$ cat config.mk
export PLATFORM = sky130hd
export DESIGN_NAME = instruction_fetch_stage
export DESIGN_NICKNAME = d
export VERILOG_FILES = /design/src/rtl/instruction_fetch_stage_pkg.sv /design/src/rtl/instruction_fetch_stage_if_id_register.sv /design/src/rtl/instruction_fetch_stage.sv
export SDC_FILE = /design/constraint.sdc
export NUM_CORES = 1
export LEC_CHECK = 0
export ABC_AREA = 1
export BUFFER_PORTS_ARGS = -buffer_cell sky130_fd_sc_hd__buf_2
export CORE_MARGIN = 3
export CORE_UTILIZATION = 47
export CTS_BUF_LIST = sky130_fd_sc_hd__clkbuf_4 sky130_fd_sc_hd__clkbuf_8
export CTS_CLUSTER_DIAMETER = 100
export DETAILED_ROUTE_END_ITERATION = 10
export GPL_ROUTABILITY_DRIVEN = 0
export GPL_TIMING_DRIVEN = 1
export PLACE_DENSITY = 0.9
export SYNTH_ARGS = -nofsm -noshare
export SYNTH_HDL_FRONTEND = slang
export SYNTH_SLANG_ARGS = --single-unit
$ cat constraint.sdc
create_clock -name Clock -period 1.5 [get_ports Clock]
set_clock_uncertainty 0.15 [all_clocks]
set_input_delay 0.15 -clock Clock [delete_from_list [all_inputs] [get_ports Clock]]
set_output_delay 0.15 -clock Clock [all_outputs]
set_load 0.02 [all_outputs]
$ cat src/rtl/instruction_fetch_stage_pkg.sv
// Shared constants, fetch FSM state codes and small helpers for the instruction fetch stage.
package instruction_fetch_stage_pkg;

  localparam int          IF_ADDR_W   = 16;
  localparam int          IF_INSN_W   = 28;
  localparam int          IF_COUNT_W  = 16;
  localparam logic [15:0] IF_RESET_PC = 16'd0;
  localparam logic [27:0] IF_NOP_WORD = 28'd0;

  typedef enum logic [1:0] {
    S_RUN    = 2'b00,
    S_REFILL = 2'b01,
    S_IDLE   = 2'b10
  } fetch_state_e;

  // Saturating increment: the fetch counter sticks at all-ones instead of wrapping.
  function automatic logic [IF_COUNT_W-1:0] sat_inc(input logic [IF_COUNT_W-1:0] val);
    logic [IF_COUNT_W-1:0] res;
    if (val == {IF_COUNT_W{1'b1}}) begin
      res = val;
    end else begin
      res = val + {{(IF_COUNT_W-1){1'b0}}, 1'b1};
    end
    return res;
  endfunction

endpackage

$ cat src/rtl/instruction_fetch_stage_if_id_register.sv
// Generic enable / synchronous-clear D register used as the IF/ID pipeline register.
module if_id_register #(
  parameter int               WIDTH       = 45,
  parameter logic [WIDTH-1:0] CLEAR_VALUE = '0
) (
  input  logic             clk,
  input  logic             clr,
  input  logic             en,
  input  logic [WIDTH-1:0] d,
  output logic [WIDTH-1:0] q
);

  logic [WIDTH-1:0] reg_d;
  logic [WIDTH-1:0] reg_q;

  // Load on enable, otherwise hold.
  always_comb begin
    reg_d = reg_q;
    if (en) begin
      reg_d = d;
    end else begin
      reg_d = reg_q;
    end
  end

  // Storage with synchronous clear taking priority over load.
  always_ff @(posedge clk) begin
    if (clr) begin
      reg_q <= CLEAR_VALUE;
    end else begin
      reg_q <= reg_d;
    end
  end

  assign q = reg_q;

endmodule

$ cat src/rtl/instruction_fetch_stage.sv
// Fetch stage: owns the PC, drives the ROM address, loads IF/ID and counts valid fetches.
module instruction_fetch_stage
  import instruction_fetch_stage_pkg::*;
#(
  parameter int                ADDR_W   = IF_ADDR_W,
  parameter int                INSN_W   = IF_INSN_W,
  parameter logic [ADDR_W-1:0] RESET_PC = IF_RESET_PC,
  parameter logic [INSN_W-1:0] NOP_WORD = IF_NOP_WORD
) (
  input  logic                  Clock,
  input  logic                  Reset,
  input  logic                  iStall,
  input  logic                  iBranchTaken,
  input  logic [ADDR_W-1:0]     iBranchTarget,
  output logic [ADDR_W-1:0]     oInstructionAddress,
  input  logic [INSN_W-1:0]     iInstruction,
  output logic [INSN_W-1:0]     oInstruction,
  output logic [ADDR_W-1:0]     oPC,
  output logic                  oValid,
  output logic [IF_COUNT_W-1:0] oFetchCount
);

  localparam int IFID_W = INSN_W + ADDR_W + 1;
  localparam logic [IFID_W-1:0] IFID_CLEAR = {NOP_WORD, {ADDR_W{1'b0}}, 1'b0};

  fetch_state_e          state_d, state_q;
  logic [ADDR_W-1:0]     pc_d, pc_q;
  logic [IF_COUNT_W-1:0] count_d, count_q;
  logic                  flush_s;
  logic                  ifid_clr_s;
  logic                  ifid_en_s;
  logic [IFID_W-1:0]     ifid_d_s;
  logic [IFID_W-1:0]     ifid_q_s;

  // Next PC, FSM and counter; redirect beats stall, which beats advance.
  always_comb begin
    state_d   = state_q;
    pc_d      = pc_q;
    count_d   = count_q;
    flush_s   = 1'b0;
    ifid_en_s = 1'b0;
    ifid_d_s  = {iInstruction, pc_q, 1'b1};
    case (state_q)
      S_RUN, S_REFILL: begin
        if (iBranchTaken) begin
          pc_d    = iBranchTarget;
          flush_s = 1'b1;
          state_d = S_REFILL;
        end else if (iStall) begin
          state_d = state_q;
        end else begin
          pc_d      = pc_q + {{(ADDR_W-1){1'b0}}, 1'b1};
          count_d   = sat_inc(count_q);
          ifid_en_s = 1'b1;
          state_d   = S_RUN;
        end
      end
      default: begin
        // Unreachable encodings recover to RUN with a bubble in IF/ID.
        state_d = S_RUN;
        flush_s = 1'b1;
      end
    endcase
  end

  // IF/ID is cleared by reset as well as by a flush.
  always_comb begin
    if (Reset) begin
      ifid_clr_s = 1'b1;
    end else begin
      ifid_clr_s = flush_s;
    end
  end

  // PC, FSM state and fetch counter registers.
  always_ff @(posedge Clock) begin
    if (Reset) begin
      state_q <= S_RUN;
      pc_q    <= RESET_PC;
      count_q <= {IF_COUNT_W{1'b0}};
    end else begin
      state_q <= state_d;
      pc_q    <= pc_d;
      count_q <= count_d;
    end
  end

  if_id_register #(
    .WIDTH       (IFID_W),
    .CLEAR_VALUE (IFID_CLEAR)
  ) u_if_id (
    .clk (Clock),
    .clr (ifid_clr_s),
    .en  (ifid_en_s),
    .d   (ifid_d_s),
    .q   (ifid_q_s)
  );

  assign oInstructionAddress = pc_q;
  assign oInstruction        = ifid_q_s[IFID_W-1 -: INSN_W];
  assign oPC                 = ifid_q_s[ADDR_W:1];
  assign oValid              = ifid_q_s[0];
  assign oFetchCount         = count_q;

endmodule

### Yosys cells after proc, flatten, opt, wreduce, memory -nomap -nowiden

Cells that the tools add are included.

* register bits after elaboration: 78
* logic and storage cells: 27
* output and inout bits: 77
* input bits: 48

* muxes and demuxes: 10
* reduce and logical (&&, ||, !) cells: 5
* bitwise logic cells: 4
* eq/ne operators: 2
* add/subtract/negate cells: 2

Operator list (count)
* adder 16 x 1 -> 16 bit, second input constant: 2
* 2-to-1 mux 16 bit: 2
* equality test 16 bit, second input constant: 1
* 2-to-1 mux 1 bit: 8
* inverter 1 bit: 4
* AND reduction 4 bit: 1
* OR reduction 2 bit: 2
* zero test 2 bit: 1
* inequality test 2 x 1 -> 1 bit, second input constant: 1
* AND reduction 2 bit: 1

### Logic depth before layout (Yosys ltp)

* word-level depth: 4
* mapped depth: 10
* mapped depth without buffers: 10

### Hierarchy

A second synthesis with hierarchy kept.

* cells, all modules: 601
* area, all modules: 3907.5 um2

By module, submodules not included
* instruction_fetch_stage: instances 1, cells an instance 316, area an instance 2040.7 um2, seq. area each 640.6 um2
* if_id_register: instances 1, cells an instance 285, area an instance 1866.8 um2, seq. area each 900.9 um2

### Worst setup path after synthesis

OpenSTA, ideal clock, no wires.

* path kind: flip-flop to flip-flop
* start: register count_q[0] (netlist: oFetchCount[0])
* end: register count_q[11] (netlist: oFetchCount[11])
* required time: 1.211 ns
* buffers on the path: 1
* library setup time: 0.139 ns
* cell stages (with the launch flop): 10
* clock period less this slack: 1.809 ns
* data arrival time: 1.520 ns
* slack: -0.309 ns
* cells stage by stage: dfxtp_1 > ha_1 > inv_1 > nor2_4 > nand2_4 > nor2_1 > nor2_2 > buf_2 > nand2_1 > a21oi_2

* word-level cells in the longest chain between the ends: 3
* elaborated cells on any way between the ends: 4
* classes of those cells: add/sub: 1; eq/ne: 1; bitwise: 1; reduce/logical: 1

Ends and longest elaborated chain
* start: declaration: RTL line instruction_fetch_stage.sv:28 `logic [IF_COUNT_W-1:0] count_d, count_q;`
* start signal: assignment: RTL line instruction_fetch_stage.sv:80 `count_q <= {IF_COUNT_W{1'b0}};`
* start signal: assignment: RTL line instruction_fetch_stage.sv:84 `count_q <= count_d;`
* branches (longest 3 deep; another with adder 16 x 1 -> 16 bit)

Parallel ways; which one is timed is not known.
A chain may end at the register's enable or synchronous reset.

### Final worst setup path

* start: register pc_q[1] (netlist: oInstructionAddress[1])
* end: register pc_q[7] (netlist: oInstructionAddress[7])

* word-level cells in the longest chain between the ends: 3

Ends and longest elaborated chain
* start: declaration: RTL line instruction_fetch_stage.sv:27 `logic [ADDR_W-1:0] pc_d, pc_q;`
* start signal: assignment: RTL line instruction_fetch_stage.sv:83 `pc_q <= pc_d;`
* adder 16 x 1 -> 16 bit: RTL line instruction_fetch_stage.sv:52 `pc_d = pc_q + {{(ADDR_W-1){1'b0}}, 1'b1};`
* 2-to-1 mux 16 bit: RTL line instruction_fetch_stage.sv:49 `end else if (iStall) begin`
* 2-to-1 mux 16 bit: RTL line instruction_fetch_stage.sv:45 `if (iBranchTaken) begin`

Every way passes these cells. The select of a mux whose other input is x is not followed.

==> results.cfg <==
[worst_setup_path]
cp-end-kind = flop
rr_startpoint = oInstructionAddress[1]
cp.arrival_ps = 1780
worstPathCellList = buf_4, nand3_1, o21ai_2, o21ai_0, nand2_1, nand3_1, nand2_1, inv_1
critical_path.startpoint = oInstructionAddress[1]
crit_path_max_fanout = 4
cp_slowest_cell = dfxtp_4
max_stage_delay_ps = 370
crit_type = reg2reg
cp-start-kind = flop
crit_required_ps = 1620

[sta]
tightest_slew_ps = 409
fmax_ghz = 0.605
rsz0062_at_grt = true
max_slew_margin_pct = 72.7
hold_viol = 0
fin_ws_ps = -153
period_needed_ps = 1650
period_share_pct = 110
worst_hold_slack_ps = 19.8
final_max_slew_viol_count = 0
setup_viol = 22

[route]
drt_iter0_drc = 480
drc = 0
drt_wl_total_um = 14400
vias = 4718
vias_per_cell = 5.74
ant_nets = 0
wire_per_inst_um = 17.6
first_pass_iters = 6

[logic_synthesis]
synthFlopType = dfxtp_1
ys_ff_latch = 77
synth_cell_types = 29
synth-warning-count = 0
synthTopCellsByArea = dfxtp_1 (44%), nor2_1 (12%), nand2_1 (11%)
synth_top_cell_by_area = dfxtp_1
yosysMostFrequentCell = nor2_1
syn-cell-area_um2 = 3530
synth_nets = 564
async_flop_share_pct = 0
synth_edf_count = 0
synth_common_cells = nor2_1 (115), nand2_1 (105), dfxtp_1 (77)
syn_inst = 514
synth_top_area_share_pct = 43.7
syn_avg_cell_area_um2 = 6.86
seq_area_frac_synth_pct = 43.7

[clock_tree]
root_buffer = clkbuf_8
cts_buffers = 9
cts_buffer_depth = 2
cts_tree = built
numClockSinks = 77
path_clk_slew_ps = 100
clk_latency_ps = 370
htreeDepth = 3

[worst_hold_path]
hold_class = in2reg
holdCritStartpoint = iBranchTarget[14]

[final_layout]
seq_area_um2 = 1590
diodes = 0
n_fill_cell = 411
drive_gt1_share_pct = 38.4
instances_no_fill = 822
multiInputGateArea_um2 = 1920
nets = 771
fin_area_um2 = 5470
syn_to_final_growth_pct = 55.0

[grt]
grt_pass1_vias = 4434
grtUsageTotal_pct = 30.4
antenna_found_initial = 0
grt_max_degree = 43
overflow = 0
grt_pass1_wl_um = 20800

[power]
max-vdd-ir-drop_mv = 0.747
power_density_nw_per_um2 = 850
p_leak_nw = 2.60

[floorplan]
die_y_um = 92.6
num_rows = 30
coreArea_um2 = 7020
die-area_um2 = 8580
start_util_pct = 50.2
io_pins = 125
die_x_um = 92.6

[flow_run]
drv_cap = 0

[outcome]
violations = negative setup slack
outcome = finished, violations left

[placement]
io_buffers = 124
place_inst = 761
dpl.hpwl_um = 7820
placed_cell_area_um2 = 4630
[layout make-up]
| cell class | count | area share, % |
|---|---|---|
| multi-input cells | 370 | 35.0 |
| repair buffers | 217 | 26.7 |
| flip-flops and latches | 77 | 29.1 |
| clock buffers | 9 | 2.27 |
| well taps | 96 | 2.20 |
| clock inverters | 7 | 1.49 |
| inverters | 46 | 3.16 |
[cells in the final DEF (no fill, tap or decap), types with 2 or more instances in the layout]
cell	count
buf_12	2
xnor2_1	3
nor2_4	9
inv_1	43
xor2_1	5
o21ai_1	15
inv_2	3
dfxtp_1	55
nand3_1	24
nor3_1	6
buf_6	6
dlygate4sd3_1	38
dfxtp_4	9
buf_2	124
a21oi_1	9
clkbuf_8	9
inv_6	3
nand2_2	16
a21oi_2	13
nand2_1	88
dfxtp_2	13
nand3b_1	2
o21ai_0	47
nand4_1	4
nor2_2	6
nor2_1	106
nand3_4	2
nor3_2	2
buf_4	47
o21ai_2	2
nand2_4	3
[per-stage QoR]
| step | TNS, ps | worst slack, ps | power [mW] | utilization, % |
|---|---|---|---|---|
| floorplan | -108 | -13.5 | 2.55 | - |
| global placement | 0 | 6.17 | 2.80 | 65.9 |
| detailed placement | -387 | -56.3 | 2.82 | 65.9 |
| CTS | -577 | -69.5 | 4.54 | 75.7 |
| global route | -2670 | -196 | 4.79 | 77.9 |
| finish | -1110 | -153 | 4.65 | 77.9 |
[worst max-delay path, delay by kind of cell, from the launching register on]
family / cells / cell delay, ps
flops: 1 / 370
simple gates: 4 / 450
compound gates: 2 / 420
buf+inv: 2 / 180
[power breakdown]
group          leakage (nW)  internal [mW]  switching [mW]
Combinational          1.86          0.321           0.460
Sequential            0.642           2.11          0.0586
Clock                 0.107          0.799           0.901
Total                  2.60           3.23            1.42
[flip-flops by register name, indices dropped and copies added (netlist names)]
name,flops
u_if_id.q,45
oFetchCount,16
oInstructionAddress,16
[worst paths after layout]
check	to	slack [ps]	depth (start not counted)
setup / recovery	oInstructionAddress[7]	-150	8
hold / removal	oInstructionAddress[14]	20	6
setup reg to reg	oInstructionAddress[7]	-150	8
hold reg to reg	u_if_id.q[39]	340	2
[repair_timing]
action,in CTS,in global routing
hold buffers,38,0
setup endpoints to repair,19,28
pin swaps,15,16
resized for setup,21,43
buffers inserted,5,3
endpoints found under the hold margin,38,0
[layer usage]
layer,wire length [µm],part of all wire (%),track usage (%),vias up
met5,0,0,0,-
met4,1030,7.2,17.6,0
met3,1470,10,6.90,139
met2,6930,48,52.9,408
met1,5010,35,33.9,2120
li1,-,-,-,2051
[cells by family (layout without fill, tap and decap cells)]
family / Yosys count / after routing / synth area share (%)
AOI/OAI and AO/OA: 91 / 91 / 14.6
and+or+nand+nor: 268 / 268 / 31.2
xor gates and xnor gates: 9 / 9 / 2.23
buffers and inverters: 67 / 279 / 7.56
DFF: 77 / 77 / 43.7
adders and majority gates: 2 / 2 / 0.709
Note: power is estimated with default switching activity, not from simulation.
